===== src/rtl/mem_arb_pkg.sv =====
// Shared types and constants for the memory port arbiter.
//   arb_state_t : arbiter FSM states
//   OWN_IF/OWN_D: encoding of the port that owns the outstanding transaction
//   PERF_W      : width of the optional performance counters
package mem_arb_pkg;

  typedef enum logic {
    ARB_IDLE = 1'b0,
    ARB_WAIT = 1'b1
  } arb_state_t;

  localparam logic OWN_IF = 1'b0;
  localparam logic OWN_D  = 1'b1;

  localparam int unsigned PERF_W = 32;

endpackage


===== src/rtl/mem_arb_perf.sv =====
// Saturating event counters for the memory port arbiter.
// Ports:
//   clk, rst          : clock, synchronous active-low reset
//   if_grant, d_grant : one-cycle strobes for accepted fetch / data requests
//   conflict          : arbitration cycle in which both ports were requesting
//   perf_*            : counter values, reset to 0, stick at all-ones
module mem_arb_perf
  import mem_arb_pkg::*;
(
  input  logic              clk,
  input  logic              rst,
  input  logic              if_grant,
  input  logic              d_grant,
  input  logic              conflict,
  output logic [PERF_W-1:0] perf_if_grants,
  output logic [PERF_W-1:0] perf_d_grants,
  output logic [PERF_W-1:0] perf_conflicts
);

  // Each counter increments on its strobe unless already saturated.
  always_ff @(posedge clk) begin
    if (!rst) begin
      perf_if_grants <= '0;
      perf_d_grants  <= '0;
      perf_conflicts <= '0;
    end else begin
      if (if_grant && (perf_if_grants != '1))
        perf_if_grants <= perf_if_grants + PERF_W'(1);
      if (d_grant && (perf_d_grants != '1))
        perf_d_grants <= perf_d_grants + PERF_W'(1);
      if (conflict && (perf_conflicts != '1))
        perf_conflicts <= perf_conflicts + PERF_W'(1);
    end
  end

endmodule


===== src/rtl/mem_port_arbiter.sv =====
// Shares one single-port memory between instruction fetch (read-only) and
// data load/store. One transaction outstanding at a time; the data port has
// priority, with a starvation limiter that forces a fetch grant after
// STARVE_LIM consecutive contested data grants.
// Ports:
//   clk, rst                 : clock, synchronous active-low reset
//   if_req_* / if_addr       : fetch request handshake and address
//   if_resp_valid / if_rdata : fetch response pulse and data
//   d_req_* / d_addr/d_we/d_wdata/d_wstrb : data request handshake and payload
//   d_resp_valid / d_rdata   : load data or store ack (rdata 0) pulse
//   mem_*                    : memory command, driven in the accept cycle
//   mem_rdata                : memory read data, valid MEM_LAT cycles after mem_en
// Optional: define MEM_ARB_PERF_EN to add perf_if_grants, perf_d_grants and
// perf_conflicts counter outputs.
module mem_port_arbiter
  import mem_arb_pkg::*;
#(
  parameter int unsigned ADDR_W     = 32,
  parameter int unsigned DATA_W     = 32,
  parameter int unsigned MEM_LAT    = 1,
  parameter int unsigned STARVE_LIM = 4
) (
  input  logic                clk,
  input  logic                rst,
  input  logic                if_req_valid,
  output logic                if_req_ready,
  input  logic [ADDR_W-1:0]   if_addr,
  output logic                if_resp_valid,
  output logic [DATA_W-1:0]   if_rdata,
  input  logic                d_req_valid,
  output logic                d_req_ready,
  input  logic [ADDR_W-1:0]   d_addr,
  input  logic                d_we,
  input  logic [DATA_W-1:0]   d_wdata,
  input  logic [DATA_W/8-1:0] d_wstrb,
  output logic                d_resp_valid,
  output logic [DATA_W-1:0]   d_rdata,
  output logic                mem_en,
  output logic                mem_we,
  output logic [ADDR_W-1:0]   mem_addr,
  output logic [DATA_W-1:0]   mem_wdata,
  output logic [DATA_W/8-1:0] mem_wstrb,
  input  logic [DATA_W-1:0]   mem_rdata
`ifdef MEM_ARB_PERF_EN
  ,
  output logic [PERF_W-1:0]   perf_if_grants,
  output logic [PERF_W-1:0]   perf_d_grants,
  output logic [PERF_W-1:0]   perf_conflicts
`endif
);

  localparam int unsigned LAT_W = $clog2(MEM_LAT + 1);
  localparam int unsigned STV_W = $clog2(STARVE_LIM + 1);

  arb_state_t       state;
  logic             owner;
  logic             owner_st;
  logic [LAT_W-1:0] lat_cnt;
  logic [STV_W-1:0] starve_cnt;

  logic resp_cycle_c;
  logic rsp_c;
  logic arb_open_c;
  logic starved_c;
  logic d_win_c;
  logic d_grant_c;
  logic if_grant_c;

  // Arbitration is open when idle or in the response cycle of the current
  // transaction, which lets MEM_LAT=1 sustain one transaction per cycle.
  assign resp_cycle_c = (state == ARB_WAIT) && (lat_cnt == LAT_W'(MEM_LAT));
  assign rsp_c        = rst && resp_cycle_c;
  assign arb_open_c   = rst && ((state == ARB_IDLE) || resp_cycle_c);
  assign starved_c    = (starve_cnt == STV_W'(STARVE_LIM));
  assign d_win_c      = d_req_valid && !(if_req_valid && starved_c);
  assign d_grant_c    = arb_open_c && d_win_c;
  assign if_grant_c   = arb_open_c && if_req_valid && !d_win_c;

  assign if_req_ready = if_grant_c;
  assign d_req_ready  = d_grant_c;

  // Memory command straight from the winning payload in the accept cycle.
  always_comb begin
    mem_en    = 1'b0;
    mem_we    = 1'b0;
    mem_addr  = '0;
    mem_wdata = '0;
    mem_wstrb = '0;
    if (d_grant_c) begin
      mem_en   = 1'b1;
      mem_we   = d_we;
      mem_addr = d_addr;
      if (d_we) begin
        mem_wdata = d_wdata;
        mem_wstrb = d_wstrb;
      end
    end else if (if_grant_c) begin
      mem_en   = 1'b1;
      mem_addr = if_addr;
    end
  end

  // Response routed to the latched owner; store acks carry zero data.
  assign if_resp_valid = rsp_c && (owner == OWN_IF);
  assign d_resp_valid  = rsp_c && (owner == OWN_D);
  assign if_rdata      = if_resp_valid ? mem_rdata : '0;
  assign d_rdata       = (d_resp_valid && !owner_st) ? mem_rdata : '0;

  // FSM, owner latch, latency counter and starvation counter.
  always_ff @(posedge clk) begin
    if (!rst) begin
      state      <= ARB_IDLE;
      owner      <= OWN_IF;
      owner_st   <= 1'b0;
      lat_cnt    <= '0;
      starve_cnt <= '0;
    end else begin
      if (d_grant_c || if_grant_c) begin
        state    <= ARB_WAIT;
        owner    <= d_grant_c ? OWN_D : OWN_IF;
        owner_st <= d_grant_c && d_we;
        lat_cnt  <= LAT_W'(1);
      end else if (resp_cycle_c) begin
        state <= ARB_IDLE;
      end else if (state == ARB_WAIT) begin
        lat_cnt <= lat_cnt + LAT_W'(1);
      end

      // Only contested data grants count toward starvation.
      if (if_grant_c)
        starve_cnt <= '0;
      else if (d_grant_c && if_req_valid && !starved_c)
        starve_cnt <= starve_cnt + STV_W'(1);
    end
  end

`ifdef MEM_ARB_PERF_EN
  mem_arb_perf u_perf (
    .clk            (clk),
    .rst            (rst),
    .if_grant       (if_grant_c),
    .d_grant        (d_grant_c),
    .conflict       (arb_open_c && if_req_valid && d_req_valid),
    .perf_if_grants (perf_if_grants),
    .perf_d_grants  (perf_d_grants),
    .perf_conflicts (perf_conflicts)
  );
`endif

endmodule

===== config.mk =====
export PLATFORM = sky130hd
export DESIGN_NAME = mem_port_arbiter
export DESIGN_NICKNAME = d
export VERILOG_FILES = /design/src/rtl/mem_arb_pkg.sv /design/src/rtl/mem_arb_perf.sv /design/src/rtl/mem_port_arbiter.sv
export SDC_FILE = /design/constraint.sdc
export NUM_CORES = 1
export LEC_CHECK = 0
export BUFFER_PORTS_ARGS = -buffer_cell sky130_fd_sc_hd__buf_2
export CORE_AREA = 2 2 106 108
export DETAILED_ROUTE_END_ITERATION = 10
export DIE_AREA = 0 0 108 110
export PLACE_DENSITY = 0.53
export SLEW_MARGIN = 20
export SYNTH_ARGS = -nofsm -noshare
export SYNTH_HDL_FRONTEND = slang
export SYNTH_SLANG_ARGS = --single-unit

===== constraint.sdc =====
create_clock -name clk -period 1.9 [get_ports clk]
set_input_delay 0.095 -clock clk [delete_from_list [all_inputs] [get_ports clk]]
set_output_delay 0.095 -clock clk [all_outputs]
set_load 0.005 [all_outputs]

==> impl_metrics.py <==
metrics = {
    "yosys": {
        "yosysUniqueCellTypes": 31,
        "synthesis.area_mm2": 0.00198,
        "synthMuxAreaShare_pct": 0,
        "async_reset_ff_share_pct": 0,
        "syn_nets": 448,
        "synth_top_area_share_pct": 20.8,
        "synth_xor_area_share_pct": 0,
        "synthFlopType": "dfxtp_1",
        "yosys-top-cells-area": "and2_1, a21o_1, and3_1",
        "synthSimpleGateAreaFrac_pct": 52.1,
        "yosys_warnings": 0,
        "synth_edf_count": 0,
        "ys_seq_area_share_pct": 7.06,
        "synth_adder_area_share_pct": 1.26,
        "synth_seq_cells": 7,
        "synthCells": 309,
        "synth_compound_area_share_pct": 28.9,
        "syn_area_per_cell_um2": 6.42,
        "synth_top_family_by_area": "simple AND/OR/NAND/NOR gates",
        "yosysTopAreaCell": "and2_1",
    },
    "die": {
        "pin_count": 275,
        "fp.dieH_um": 110,
        "die_w_um": 108,
        "rows": 38,
        "design.core.area_mm2": 0.0107,
        "die_area_mm2": 0.0119,
        "initial_utilization_pct": 18.5,
    },
    "layout": {
        "nNetsFinal": 700,
        "layout-drive-gt1-share_pct": 55.9,
        "fin_util_pct": 32.8,
        "syn_to_final_growth_pct": 76.7,
        "seqCellArea_um2": 140,
        "final_cells": 700,
        "multiInputGateArea_mm2": 0.00165,
        "antenna_cells": 0,
        "fill_cells": 1161,
    },
    "critical_path": {
        "cp_num_cells": 6,
        "critical_path_class": "reg -> out",
        "start_kind": "flop",
        "critPathMaxFanout": 20,
        "critical_path.startpoint": "starve_cnt[0]$_SDFFE_PP0P_",
        "r2r-start": "starve_cnt[0]$_SDFFE_PP0P_",
        "cp-end-kind": "primary output",
        "cp_top_family": "simple AND/OR/NAND/NOR gates",
        "slowest_delay_ns": 0.37,
        "r2r-end": "owner_st$_SDFFE_PN0P_",
        "reg2reg_depth": 5,
        "arrival_ns": 1.68,
        "r2r_slack_ns": 0.53,
        "crit_buf_inv": 2,
        "crit_end": "mem_wdata[13]",
        "slowest_stage": "and4_4",
        "required_ns": 1.80,
        "crit_chain": "inv_1 > ha_2 > nand3_4 > and4_4 > and3_1 > buf_2",
    },
    "pwr": {
        "ir_drop_mv": 0.150,
        "power.leakage_nw": 2.21,
        "cellPowerDensity_mw_per_mm2": 243,
    },
    "sta": {
        "period_share_pct": 93.6,
        "fmax_mhz": 562,
        "skew_ns": 0.00265,
        "period_needed_ns": 1.78,
        "slew_viol_final": 0,
        "worst-slew-pin-transition_ns": 0.441,
        "hold_viol": 0,
        "setup_violations": 0,
        "relSlewSlack_pct": 70.6,
    },
    "route": {
        "ant_nets": 0,
        "drc": 0,
        "dr.pass1.iters": 4,
        "wl_per_cell_um": 13.2,
        "wl_um": 9210,
        "drt-initial-drc-count": 214,
        "avgViaCountPerCell": 4.42,
        "vias": 3092,
    },
    "grt": {
        "grt_start_max_net_pins": 65,
        "grt_pass1_vias": 2567,
        "antenna_found_initial": 0,
        "grt_overflow": 0,
        "grtUsageTotal_pct": 12.7,
        "grt_pass1_wl_um": 12500,
    },
    "status": {
        "outcome": "completed",
    },
    "clock_network": {
        "ctsLongestPathBuffers": 2,
        "postCtsSetupRepairBufs": 0,
        "clock_latency_ns": 0.23,
        "numCtsBuffers": 3,
        "clk_pin_slew_ns": 0.04,
        "htreeDepth": 1,
        "cts_tree": "yes",
        "cts_root_buf": "clkbuf_8",
        "hold_buffers": 0,
        "cts.sinks": 7,
    },
    "placement": {
        "finalWeightedCongestion": 0.752,
        "dp_hpwl_um": 7220,
        "dpl.cell_count": 693,
        "io_buffers": 274,
    },
    "job": {
        "maxCapViolations": 0,
    },
    "hold_path": {
        "hp-class": "in -> reg",
    },
}
[routing by layer]
metal / global-route usage [%] / wire length, um / vias up
met1: 15.5 / 3630 / 1347
met2: 23.6 / 4690 / 177
met5: 0 / 0 / -
met4: 1.01 / 53 / 0
li1: - / - / 1564
met3: 2.94 / 845 / 4
[synthesized netlist by cell type, types with 7 or more instances]
| cell type | count |
|---|---|
| a21oi_2 | 20 |
| and3_1 | 36 |
| a21o_1 | 33 |
| and2_1 | 66 |
| dfxtp_1 | 7 |
| buf_2 | 20 |
| nand3_1 | 32 |
| clkbuf_1 | 8 |
| a21oi_1 | 12 |
| nand2_1 | 36 |
[kinds of logic (layout without fill, tap and decap cells)]
group / count (synthesis) / in the layout
simple gates: 184 / 185
compound gates: 77 / 77
buf+inv: 39 / 289
flops: 7 / 7
fa+ha+maj: 2 / 2
[repair_timing]
action | CTS | global route
gates resized for setup | 0 | 3
endpoints found under the hold margin | 0 | 0
setup endpoints to repair | 0 | 42
[registers in the layout (all words and copies together), names as in the netlist]
name	cells
state	1
starve_cnt	3
owner_st	1
owner	1
lat_cnt	1
[worst min path at each step]
| stage | from | to | slack (ns) | cells after the start |
|---|---|---|---|---|
| floorplan | rst | owner$_SDFFE_PN0P_ | 0.30 | 2 |
| global placement | if_req_valid | lat_cnt$_SDFFE_PN0P_ | 0.43 | 2 |
| detailed placement | if_req_valid | lat_cnt$_SDFFE_PN0P_ | 0.44 | 2 |
| CTS | if_req_valid | lat_cnt$_SDFFE_PN0P_ | 0.20 | 2 |
| global route | rst | lat_cnt$_SDFFE_PN0P_ | 0.23 | 2 |
| finish | rst | lat_cnt$_SDFFE_PN0P_ | 0.22 | 2 |
[per-stage QoR]
stage | setup slack [ns] | cell area (um^2) | setup TNS (ns) | hold WS (ns) | power (W)
floorplan | 0.566 | 1980 | 0 | 0.298 | 0.000394
global route | -0.00559 | 3510 | -0.00697 | 0.234 | 0.000932
global placement | 0.340 | 3400 | 0 | 0.426 | 0.000637
detailed placement | 0.279 | 3400 | 0 | 0.440 | 0.000642
finish | 0.121 | 3510 | 0 | 0.223 | 0.000853
CTS | 0.0308 | 3450 | 0 | 0.204 | 0.000857
[layout make-up]
cell class / instances / area share [%]
well taps: 140 / 5.00
repair buffers: 283 / 42.4
inverters: 2 / 0.214
multi-input cells: 264 / 47.1
clock buffers: 4 / 1.28
flip-flops and latches: 7 / 4.00
[power by group]
| group | switching [W] | internal (W) |
|---|---|---|
| combinational | 0.000236 | 0.000247 |
| sequential | 0.00000580 | 0.000155 |
| clock | 0.0000639 | 0.000145 |
[cells in the final DEF, fill, tap and decap left out, drive strengths merged, types with 3 or more instances in the layout]
| cell type | count |
|---|---|
| nor2 | 4 |
| a21boi | 4 |
| and2 | 66 |
| dfxtp | 7 |
| a21oi | 32 |
| o21ai | 3 |
| buf | 282 |
| nand4 | 3 |
| a21o | 33 |
| clkbuf | 5 |
| and3 | 36 |
| nand2 | 36 |
| nand3 | 33 |
Note: power is estimated with default switching activity, not from simulation.
